<file path="config.mk">
export PLATFORM = sky130hd
export DESIGN_NAME = glink_rx_monitor
export DESIGN_NICKNAME = d
export VERILOG_FILES = /design/src/rtl/glink_rx_monitor.sv
export SDC_FILE = /design/constraint.sdc
export NUM_CORES = 1
export LEC_CHECK = 0
export CAP_MARGIN = 10
export CORE_ASPECT_RATIO = 1.75
export CORE_MARGIN = 3
export CORE_UTILIZATION = 55
export DETAILED_ROUTE_END_ITERATION = 10
export GPL_ROUTABILITY_DRIVEN = 0
export HOLD_SLACK_MARGIN = 0.05
export PLACE_DENSITY = 0.8
export SETUP_SLACK_MARGIN = 0.5
export SKIP_LAST_GASP = 1
export SYNTH_ARGS = -nofsm -noshare
export SYNTH_HDL_FRONTEND = slang
export SYNTH_SLANG_ARGS = --single-unit
</file>
<file path="constraint.sdc">
create_clock -name rxclk -period 9.2 [get_ports rxclk]
set_input_delay 1.84 -clock rxclk [delete_from_list [all_inputs] [get_ports rxclk]]
set_output_delay 1.84 -clock rxclk [all_outputs]
set_load 0.05 [all_outputs]
</file>
<file path="src/rtl/glink_rx_monitor.sv">
// Receive-side monitor for the DDU gigabit link: registered input stage, event
// counters, SOF/EOF framing FSM, windowed error-rate flag and snapshot/clear readout.

module glink_evt_cnt #(
    parameter int W        = 16,
    parameter int SATURATE = 1
) (
    input  logic         rxclk,
    input  logic         rst,
    input  logic         inc,
    input  logic         clr,
    output logic [W-1:0] nxt
);
    logic [W-1:0] cnt;

    always_comb begin
        nxt = cnt;
        if (inc && !((SATURATE != 0) && (&cnt)))
            nxt = cnt + 1'b1;
    end

    // nxt is exported so a snapshot captures the same-cycle increment
    always_ff @(posedge rxclk or posedge rst) begin
        if (rst)      cnt <= '0;
        else if (clr) cnt <= '0;
        else          cnt <= nxt;
    end
endmodule

module glink_rx_monitor #(
    parameter int             DW          = 16,
    parameter int             CNT_W       = 16,
    parameter int             LEN_W       = 10,
    parameter int             WIN_W       = 12,
    parameter int             ERR_THRESH  = 8,
    parameter int             SATURATE    = 1,
    parameter int             CLR_ON_SNAP = 1,
    parameter logic [DW-1:0]  SOF_WORD    = 16'hF7F7,
    parameter logic [DW-1:0]  EOF_WORD    = 16'hFEFE
) (
    input  logic             rxclk,
    input  logic             rst,
    input  logic [DW-1:0]    GLRD,
    input  logic             GRXERR,
    input  logic             GRXDAV,
    input  logic             SNAP,
    output logic             SNAP_VALID,
    output logic [CNT_W-1:0] DAV_CNT,
    output logic [CNT_W-1:0] ERR_CNT,
    output logic [CNT_W-1:0] GOOD_FRM,
    output logic [CNT_W-1:0] BAD_FRM,
    output logic [LEN_W-1:0] MAX_LEN,
    output logic             IN_FRAME,
    output logic             LINK_BAD,
    output logic             FRM_DONE
);
    localparam int NCNT   = 4;
    localparam int CI_DAV = 0;
    localparam int CI_ERR = 1;
    localparam int CI_GD  = 2;
    localparam int CI_BAD = 3;
    localparam int WE_W   = $clog2(ERR_THRESH + 1);
    localparam logic [WE_W-1:0]  THR     = WE_W'(ERR_THRESH);
    localparam logic [LEN_W-1:0] LEN_ONE = {{(LEN_W-1){1'b0}}, 1'b1};
    localparam logic [LEN_W-1:0] LEN_LIM = {{(LEN_W-1){1'b1}}, 1'b0};

    typedef enum logic {IDLE, FRAME} state_t;

    logic [DW-1:0] d_r;
    logic          e_r, v_r;

    always_ff @(posedge rxclk or posedge rst) begin
        if (rst) begin
            d_r <= '0;
            e_r <= 1'b0;
            v_r <= 1'b0;
        end else begin
            d_r <= GLRD;
            e_r <= GRXERR;
            v_r <= GRXDAV;
        end
    end

    // Frame FSM
    state_t           state, state_nxt;
    logic [LEN_W-1:0] len, len_nxt;
    logic             good_inc, bad_inc, done_nxt;

    always_ff @(posedge rxclk or posedge rst) begin
        if (rst) begin
            state    <= IDLE;
            len      <= '0;
            FRM_DONE <= 1'b0;
        end else begin
            state    <= state_nxt;
            len      <= len_nxt;
            FRM_DONE <= done_nxt;
        end
    end

    always_comb begin
        state_nxt = state;
        len_nxt   = len;
        good_inc  = 1'b0;
        bad_inc   = 1'b0;
        done_nxt  = 1'b0;
        case (state)
            IDLE: begin
                if (v_r && !e_r && d_r == SOF_WORD) begin
                    state_nxt = FRAME;
                    len_nxt   = LEN_ONE;
                end
            end
            FRAME: begin
                if (e_r) begin
                    bad_inc   = 1'b1;
                    state_nxt = IDLE;
                end else if (v_r) begin
                    if (d_r == SOF_WORD) begin
                        bad_inc = 1'b1;
                        len_nxt = LEN_ONE;
                    end else if (d_r == EOF_WORD) begin
                        good_inc  = 1'b1;
                        done_nxt  = 1'b1;
                        state_nxt = IDLE;
                    end else if (len == LEN_LIM) begin
                        // one more non-EOF word would exceed the legal length
                        bad_inc   = 1'b1;
                        state_nxt = IDLE;
                    end else begin
                        len_nxt = len + 1'b1;
                    end
                end
            end
            default: state_nxt = IDLE;
        endcase
    end

    assign IN_FRAME = (state == FRAME);

    // Event counters
    logic                       snap_clr;
    logic [NCNT-1:0]            cnt_inc;
    logic [NCNT-1:0][CNT_W-1:0] cnt_nxt;

    assign snap_clr = SNAP && (CLR_ON_SNAP != 0);

    always_comb begin
        cnt_inc         = '0;
        cnt_inc[CI_DAV] = v_r;
        cnt_inc[CI_ERR] = e_r;
        cnt_inc[CI_GD]  = good_inc;
        cnt_inc[CI_BAD] = bad_inc;
    end

    for (genvar g = 0; g < NCNT; g++) begin : g_cnt
        glink_evt_cnt #(.W(CNT_W), .SATURATE(SATURATE)) u_cnt (
            .rxclk (rxclk),
            .rst   (rst),
            .inc   (cnt_inc[g]),
            .clr   (snap_clr),
            .nxt   (cnt_nxt[g])
        );
    end

    logic [LEN_W-1:0] max_len, max_nxt, frm_len;

    assign frm_len = len + 1'b1;
    assign max_nxt = (good_inc && frm_len > max_len) ? frm_len : max_len;

    always_ff @(posedge rxclk or posedge rst) begin
        if (rst)           max_len <= '0;
        else if (snap_clr) max_len <= '0;
        else               max_len <= max_nxt;
    end

    // Snapshot registers
    always_ff @(posedge rxclk or posedge rst) begin
        if (rst) begin
            SNAP_VALID <= 1'b0;
            DAV_CNT    <= '0;
            ERR_CNT    <= '0;
            GOOD_FRM   <= '0;
            BAD_FRM    <= '0;
            MAX_LEN    <= '0;
        end else begin
            SNAP_VALID <= SNAP;
            if (SNAP) begin
                DAV_CNT  <= cnt_nxt[CI_DAV];
                ERR_CNT  <= cnt_nxt[CI_ERR];
                GOOD_FRM <= cnt_nxt[CI_GD];
                BAD_FRM  <= cnt_nxt[CI_BAD];
                MAX_LEN  <= max_nxt;
            end
        end
    end

    // Error-rate window; recovery needs a whole window with werr==0
    logic [WIN_W-1:0] win_cnt;
    logic [WE_W-1:0]  werr;
    logic             win_end;

    assign win_end = &win_cnt;

    always_ff @(posedge rxclk or posedge rst) begin
        if (rst) begin
            win_cnt  <= '0;
            werr     <= '0;
            LINK_BAD <= 1'b0;
        end else begin
            win_cnt <= win_cnt + 1'b1;
            if (win_end)
                werr <= {{(WE_W-1){1'b0}}, e_r};
            else if (e_r && werr != THR)
                werr <= werr + 1'b1;
            if (werr == THR)
                LINK_BAD <= 1'b1;
            else if (win_end && werr == '0)
                LINK_BAD <= 1'b0;
        end
    end
endmodule

</file>
==> impl_metrics.tcl, run 1 <==
set metrics [dict create \
    hp-class "reg2reg" \
    dp_cells 1145 \
    timing.critical_path.required_ns 7.36 \
    grt_overflow 0 \
    fmax_mhz 277.8 \
    grt_max_degree 127 \
    grtUsageTotal_pct 22.90 \
    ir_worst_vdd_uv 127.1 \
    r2r_setup_slack_ns 5.94 \
    critPathArrivalTime_ns 1.76 \
    ys_warn_count 0 \
    endpoint_kind "primary output" \
    die_width_um 102.7 \
    tightest_slew_ns 1.060 \
    fin_cells 1177 \
    ctsResizeCount 0 \
    finalPower_uw 1918 \
    htree_num_levels 4 \
    rsz0062_at_grt "false" \
    grt_pass1_vias 7052 \
    min-delay-start "win_cnt[10]" \
    regArea_mm2 0.004905 \
    reg2regPathDepth 10 \
    setup_tns_ns 0 \
    ys_types 54 \
    worstHoldEndpoint "win_cnt[10]" \
    io_pins 99 \
    seq_area_frac_synth_pct 54.47 \
    io_buffers 98 \
    via_count 7005 \
    diodes 0 \
    clock_path_buffers 2 \
    drc 0 \
    dp_hpwl_um 13110 \
    crit_cells 1 \
    ant_nets 0 \
    reg2reg_from "len[0]" \
    routedWlPerCell_um 16.52 \
    coreArea_mm2 0.01595 \
    initial_core_util_pct 56.45 \
    finalWirelength_um 19440 \
    clock-sinks 196 \
    finalCritPeriodShare_pct 39.13 \
    min_path_cells 1 \
    finClkSkew_ns 0.01942 \
    row_count 61 \
    final_hold_viol_count 0 \
    postCtsHoldBufs 0 \
    synthesis.nets 935 \
    drt-pass1-iter-count 5 \
    cpMaxStageDelayCell "clkdlybuf4s50_1" \
    multi_input_area_mm2 0.003830 \
    nFillCells 1218 \
    synth_flop_cell "dfrtp_1" \
    syn2layout_area_growth_pct 19.15 \
    syn_area_per_cell_um2 10.06 \
    critical_path_buf_inv_count 1 \
    finalSetupViolCount 0 \
    chipHeight_um 175.3 \
    vias_per_cell 5.952 \
    ys_ff_latch 196 \
    grt_pass1_wl_um 33300 \
    synth_area_mm2 0.009005 \
    crit_fanout 7 \
    antenna_found_initial 0 \
    ys_async_sr_fraction_pct 100.0 \
    power_density_mw_per_mm2 178.8 \
    synth_edf_count 0 \
    crit_chain "clkdlybuf4s50_1" \
    die_area_mm2 0.01800 \
    clkTransAtPathRegs_ns 0.07 \
    crit_family "buffers and inverters" \
    critPathKind "reg2out" \
    tritoncts "built" \
    nNetsFinal 1015 \
    cts_setup_buffers 0 \
    slowest_delay_ns 0.85 \
    relSlewSlack_pct 28.77 \
    cap_violations 0 \
    numCtsBuffers 17 \
    drtIter0Drc 399 \
    worst_r2r_endpoint "MAX_LEN[1]" \
    leakage_uw 0.004556 \
    period_needed_ns 3.600 \
    outcome "complete, no violations" \
    layout-drive-gt1-share_pct 5.263 \
    startpoint "IN_FRAME" \
    worstSetupStartpointType "register" \
    timing.hold.ws_ns 0.4699 \
    slew_viol_final 0 \
    root_buffer "clkbuf_16" \
    clk_latency_ns 0.44 \
    synth_cells 895 \
]
## worst reg2reg max path: cells and delay by family (launching register included)
family	cells	cell delay [ns]
AOI/OAI and AO/OA	3	0.79
adders and majority gates	2	0.49
DFF	1	0.47
xor gates and xnor gates	1	0.42
and+or+nand+nor	4	0.93
## layout by cell type (no fill, tap or decap), drive strengths merged, types with 4 or more instances in the layout
master,n
nand4,41
buf,6
nor2,120
nor4,15
and2,9
a31oi,22
clkbuf,18
and3,16
xnor2,29
o31ai,10
clkinv,4
xor2,24
and4,9
dfrtp,196
nor3,10
o211ai,11
a22o,7
mux2i,14
clkdlybuf4s50,97
nand2,29
or3,12
a21oi,76
o21ai,28
ha,19
inv,35
nand2b,17
nand3,63
or4,11
## worst max-delay path by stage
| stage | slack (ns) | to |
|---|---|---|
| floorplan | 2.02 | BAD_FRM[0] |
| detailed placement | 5.19 | g_cnt[2].u_cnt.cnt[9] |
| CTS | 5.60 | IN_FRAME |
| finish | 5.60 | IN_FRAME |
| global route | 5.45 | werr[1] |
| global placement | 5.24 | g_cnt[2].u_cnt.cnt[9] |
## cells by family after synthesis
| family | after synthesis | synth area share [%] |
|---|---|---|
| and+or+nand+nor | 367 | 21.36 |
| adders and majority gates | 19 | 2.640 |
| AOI/OAI and AO/OA | 172 | 11.39 |
| DFF | 196 | 54.47 |
| xor gates and xnor gates | 53 | 5.155 |
| muxes | 17 | 1.931 |
| buffers and inverters | 71 | 3.057 |
## state kept, by name, summed over array words and instances, names as in the netlist, 10 cells and up
| signal | count |
|---|---|
| g_cnt.u_cnt.cnt | 64 |
| BAD_FRM | 16 |
| ERR_CNT | 16 |
| max_len | 10 |
| DAV_CNT | 16 |
| len | 10 |
| win_cnt | 12 |
| d_r | 16 |
| MAX_LEN | 10 |
| GOOD_FRM | 16 |
## per-stage QoR
step           cell area, µm²  setup slack (ns)  utilization (%)
2_1_floorplan            9005             2.019                -
3_3_place_gp            10110             5.238            63.36
3_5_place_dp            10110             5.188            63.36
4_1_cts                 10730             5.598            67.26
5_1_grt                 10730             5.449            67.26
6_report                10730             5.600            67.26
## Yosys cell counts, types with 10 or more instances
library cell | number | share of area, %
or4_1 | 10 | 0.83
nand2_1 | 29 | 1.2
xor2_1 | 24 | 2.3
nor2_1 | 120 | 5.0
o31ai_1 | 10 | 0.83
nand2b_1 | 17 | 1.2
a21oi_1 | 76 | 4.2
ha_1 | 19 | 2.6
nand3_1 | 63 | 3.5
o211ai_1 | 11 | 0.92
clkbuf_1 | 40 | 1.7
and3_1 | 16 | 1.1
o21ai_0 | 27 | 1.5
xnor2_1 | 29 | 2.8
nor4_1 | 14 | 0.97
inv_1 | 29 | 1.2
mux2i_1 | 14 | 1.6
or3_1 | 12 | 0.83
dfrtp_1 | 196 | 54
a31oi_1 | 22 | 1.5
nand4_1 | 39 | 2.7
## layer usage
metal / GRT usage (%) / part of all wire, % / up-vias
li1: - / - / 3387
met1: 28.21 / 40 / 3413
met2: 39.46 / 53 / 162
met3: 4.173 / 3.8 / 43
met4: 8.539 / 2.6 / 0
met5: 0 / 0 / -
## power breakdown
part	total [µW]	leakage, µW	internal [µW]	switching (µW)
registers	924	0.00257	897	27.6
logic	217	0.00169	70.8	147
clock network	777	0.000296	417	360
total	1920	0.00456	1380	534
## cell type report
class                      instances  share of cell area (%)
sequential                       196                   45.71
clock buffer                      18                   4.000
timing repair buffer             103                   9.504
multi-input combinational        628                   35.70
tap                              189                   2.204
inverter                          29                   1.085
clock inverter                    14                   1.796
Note: power is estimated with default switching activity, not from simulation.
==> run 2, diff against run 1 <==
==> constraint.sdc (replaced) <==
create_clock -name rxclk -period 3.46 [get_ports rxclk]
set_input_delay 0.692 -clock rxclk [delete_from_list [all_inputs] [get_ports rxclk]]
set_output_delay 0.692 -clock rxclk [all_outputs]
set_load 0.05 [all_outputs]
==> impl_metrics.tcl, run 2 (synthesis gave the netlist of run 1 again) <==
set metrics [dict create \
    largest_register_ffs 64 \
    nFillCells 1178 \
    drtIter0Drc 358 \
    multi_input_area_mm2 0.003951 \
    antenna_found_initial 0 \
    fmax_mhz 338.5 \
    tightest_slew_ns 0.9490 \
    drt-pass1-iter-count 5 \
    regArea_mm2 0.004910 \
    critPathKind "reg2reg" \
    slew_viol_final 0 \
    final_hold_viol_count 0 \
    numCtsBuffers 17 \
    root_buffer "clkbuf_16" \
    ant_nets 0 \
    initial_core_util_pct 56.45 \
    worstSetupStartpointType "register" \
    nNetsFinal 1029 \
    grtUsageTotal_pct 22.81 \
    syn2layout_area_growth_pct 21.88 \
    rsz0062_at_grt "false" \
    crit_fanout 10 \
    die_area_mm2 0.01800 \
    timing.critical_path.required_ns 3.80 \
    htree_num_levels 4 \
    r2r_setup_slack_ns 0.51 \
    regMostFlops "g_cnt.u_cnt.cnt" \
    layout-drive-gt1-share_pct 8.483 \
    tritoncts "built" \
    clk_latency_ns 0.43 \
    clkTransAtPathRegs_ns 0.07 \
    period_needed_ns 2.954 \
    via_count 7142 \
    grt_overflow 0 \
    diodes 0 \
    clock_path_buffers 2 \
    cap_violations 0 \
    setup_tns_ns 0 \
    postCtsHoldBufs 0 \
    relSlewSlack_pct 35.10 \
    layout_commonest_cell "dfrtp_1" \
    io_pins 99 \
    vias_per_cell 5.997 \
    clock-sinks 196 \
    drc 0 \
    chipHeight_um 175.3 \
    critPathArrivalTime_ns 3.30 \
    outcome "complete, no violations" \
    final_cell_mix "dfrtp_1 (192), nor2_1 (118), clkdlybuf4s50_1 (97)" \
    routedWlPerCell_um 16.83 \
    hp-class "reg2reg" \
    grt_pass1_vias 7073 \
    io_buffers 98 \
    leakage_uw 0.004657 \
    coreArea_mm2 0.01595 \
    finalCritPeriodShare_pct 85.37 \
    endpoint_kind "register" \
    finalWirelength_um 20050 \
    grt_max_degree 116 \
    finClkSkew_ns 0.01331 \
    ir_worst_vdd_uv 306.4 \
    fin_util_pct 68.81 \
    power_density_mw_per_mm2 458.5 \
    finalSetupViolCount 0 \
    dp_hpwl_um 13390 \
    grt_pass1_wl_um 33170 \
    row_count 61 \
    die_width_um 102.7 \
]
-- run 2: layout make-up --
cell class / instances / area share (%)
Inverter: 29 / 1.026
Clock buffer: 18 / 4.001
Timing Repair Buffer: 116 / 10.67
Tap cell: 189 / 2.155
Multi-Input combinational cell: 629 / 36.00
Clock inverter: 14 / 1.414
Sequential cell: 196 / 44.73
-- run 2: repair_timing --
action / in CTS / in global routing
gates cloned: 0 / 1
pin swaps: 2 / 3
resized for setup: 7 / 20
buffers inserted: 2 / 4
endpoints found under the setup margin: 14 / 20
-- run 2: critical path: stages, from the launching register on --
cell and delay (ns):
dfrtp_2 0.43, and4_1 0.25, nand4_1 0.18, xnor2_2 0.22, ha_1 0.35, nand4_1 0.26
buf_4 0.23, or3_1 0.43, nand3_2 0.24, o21ai_1 0.11, a31oi_1 0.16
-- run 2: final timing paths --
check / start / endpoint / cells after the start
setup / recovery: len[3] / MAX_LEN[1] / 10
hold / removal: win_cnt[10] / win_cnt[10] / 1
setup reg to reg: len[3] / MAX_LEN[1] / 10
hold reg to reg: win_cnt[10] / win_cnt[10] / 1
max in group asynchronous: rst / g_cnt[1].u_cnt.cnt[12] / 3
min in group asynchronous: rst / g_cnt[3].u_cnt.cnt[2] / 3
-- run 2: per-stage QoR --
step / setup WS (ns) / instances / hold slack [ns] / cell area (µm²) / power [µW]
after detailed placement: 0.3904 / 1152 / 0.4725 / 10210 / 3095
after floorplan: 0.2356 / 895 / 0.4380 / 9009 / 2886
final: 0.5061 / 1191 / 0.4816 / 10980 / 5033
after global routing: 0.3611 / 1191 / 0.5001 / 10980 / 5232
after CTS: 0.5019 / 1186 / 0.4858 / 10850 / 5078
after global placement: 0.5327 / 1152 / 0.4536 / 10210 / 3084
-- run 2: where the power goes --
| part | internal [µW] | total [µW] | switching [µW] |
|---|---|---|---|
| Clock | 1050 | 1990 | 935 |
| Combinational | 197 | 588 | 391 |
| Sequential | 2380 | 2460 | 72.5 |
-- run 2: routing by layer --
layer	wire, µm	GRT usage, %	share of wire [%]	vias up
met1	7895	27.23	39	3522
met2	11000	40.86	55	169
li1	-	-	-	3405
met3	683	3.537	3.4	46
met4	467	7.937	2.3	0
met5	0	0	0	-
==> run 3, diff against run 2 <==
--- a/config.mk
+++ b/config.mk
@@ -8,11 +8,11 @@
 export CAP_MARGIN = 10
 export CORE_ASPECT_RATIO = 1.75
 export CORE_MARGIN = 3
-export CORE_UTILIZATION = 55
+export CORE_UTILIZATION = 50
 export DETAILED_ROUTE_END_ITERATION = 10
 export GPL_ROUTABILITY_DRIVEN = 0
 export HOLD_SLACK_MARGIN = 0.05
-export PLACE_DENSITY = 0.8
+export PLACE_DENSITY = 0.74
 export SETUP_SLACK_MARGIN = 0.5
 export SKIP_LAST_GASP = 1
 export SYNTH_ARGS = -nofsm -noshare
==> impl_metrics.tcl, run 3 (synthesis gave the netlist of run 1 again) <==
set metrics [dict create \
    initial_core_util_pct 51.12 \
    syn2layout_area_growth_pct 21.80 \
    numCtsBuffers 17 \
    power_density_mw_per_mm2 450.0 \
    fmax_mhz 353.6 \
    largest_register_ffs 64 \
    timing.critical_path.required_ns 3.74 \
    endpoint_kind "register" \
    hp-class "reg2reg" \
    tightest_slew_ns 0.9642 \
    cpMaxStageDelayCell "dfrtp_2" \
    worstSetupStartpointType "register" \
    drtIter0Drc 405 \
    die_area_mm2 0.01972 \
    relSlewSlack_pct 35.23 \
    io_buffers 98 \
    slew_viol_final 0 \
    htree_num_levels 4 \
    final_hold_viol_count 0 \
    crit_path_frequent_cell "ha_1" \
    finalSetupViolCount 0 \
    row_count 64 \
    diodes 0 \
    grtUsageTotal_pct 20.29 \
    layout-drive-gt1-share_pct 8.108 \
    finClkSkew_ns 0.01472 \
    final_cell_mix "dfrtp_1 (192), nor2_1 (118), clkdlybuf4s50_1 (97)" \
    startpoint "len[0]" \
    crit_fanout 9 \
    antenna_found_initial 0 \
    fin_area_mm2 0.01097 \
    chipHeight_um 183.5 \
    critPathArrivalTime_ns 3.11 \
    period_needed_ns 2.828 \
    root_buffer "clkbuf_16" \
    vias_per_cell 5.662 \
    rsz0062_at_grt "false" \
    leakage_uw 0.004637 \
    clock_path_buffers 2 \
    ant_nets 0 \
    regMostFlops "g_cnt.u_cnt.cnt" \
    io_pins 99 \
    crit_chain "ha_1 -> nand3_2 -> or2_2 -> nand2_1 -> ha_1 -> and3_4 -> or3b_4 -> o221a_2 -> o21ai_0 -> a21oi_1" \
    coreArea_mm2 0.01762 \
    nNetsFinal 1026 \
    r2r_setup_slack_ns 0.63 \
    clock-sinks 196 \
    routedWlPerCell_um 15.88 \
    clk_latency_ns 0.43 \
    layout_commonest_cell "dfrtp_1" \
    cap_violations 0 \
    die_width_um 107.4 \
    tritoncts "built" \
    place_area_mm2 0.01028 \
    grt_overflow 0 \
    reg2reg_from "len[0]" \
    min-delay-start "win_cnt[10]" \
    finalPower_uw 4935 \
    slowest_delay_ns 0.43 \
    ir_worst_vdd_uv 383.3 \
    via_count 6964 \
    drt-pass1-iter-count 5 \
    drc 0 \
    outcome "complete, no violations" \
    grt_max_degree 102 \
    setup_tns_ns 0 \
    dp_hpwl_um 13460 \
    finalCritPeriodShare_pct 81.73 \
    finalWirelength_um 19540 \
    grt_pass1_wl_um 32690 \
    clkTransAtPathRegs_ns 0.07 \
    grt_pass1_vias 6873 \
    critPathKind "reg2reg" \
]
-- run 3: routing by layer --
metal  vias to the layer above  GRT usage [%]  routed length, µm
met3                        47          3.620                738
met1                      3341          24.90               7919
met2                       164          35.31              10270
met5                         -              0                  0
li1                       3412              -                  -
met4                         0          8.038                609
-- run 3: cell type report --
cell class	instances	area (µm²)
Fill cell	1443	6649
Clock buffer	19	452.9
Tap cell	231	289.0
Inverter	29	112.6
Clock inverter	13	115.1
Sequential cell	196	4910
Timing Repair Buffer	113	1157
Multi-Input combinational cell	629	3931
-- run 3: worst max-delay path: cells and delay by family, from the launching register on --
family / cells / cell delay, ns
and+or+nand+nor: 5 / 1.23
DFF: 1 / 0.43
AOI/OAI and AO/OA: 3 / 0.62
adders and majority gates: 2 / 0.43
-- run 3: what timing repair did --
item                       4_1_cts  5_1_grt
gates resized for setup          3       19
setup endpoints to repair        4       20
hold buffers                     0        0
cloned                           0        1
buffers inserted                 0        2
pin swaps                        0        2
-- run 3: power by group --
part | leakage (µW) | total (µW) | switching (µW) | internal [µW]
Sequential | 0.00257 | 2460 | 71.7 | 2390
Combinational | 0.00179 | 590 | 390 | 199
Clock | 0.000276 | 1890 | 905 | 984
-- run 3: path summary, 6_finish.rpt --
check,to,depth (start not counted)
max,max_len[7],10
min,win_cnt[10],1
max reg2reg,max_len[7],10
min reg2reg,win_cnt[10],1
max in group asynchronous,g_cnt[2].u_cnt.cnt[7],3
min in group asynchronous,BAD_FRM[7],2
-- run 3: stage by stage --
stage / instances / hold WS (ns) / setup slack (ns) / util, %
floorplan: 895 / 0.4380 / 0.2356 / -
global placement: 1195 / 0.4535 / 0.5069 / 58.35
detailed placement: 1195 / 0.4577 / 0.4288 / 58.35
CTS: 1227 / 0.4695 / 0.5211 / 61.67
global route: 1230 / 0.4840 / 0.4162 / 62.26
finish: 1230 / 0.4665 / 0.6321 / 62.26
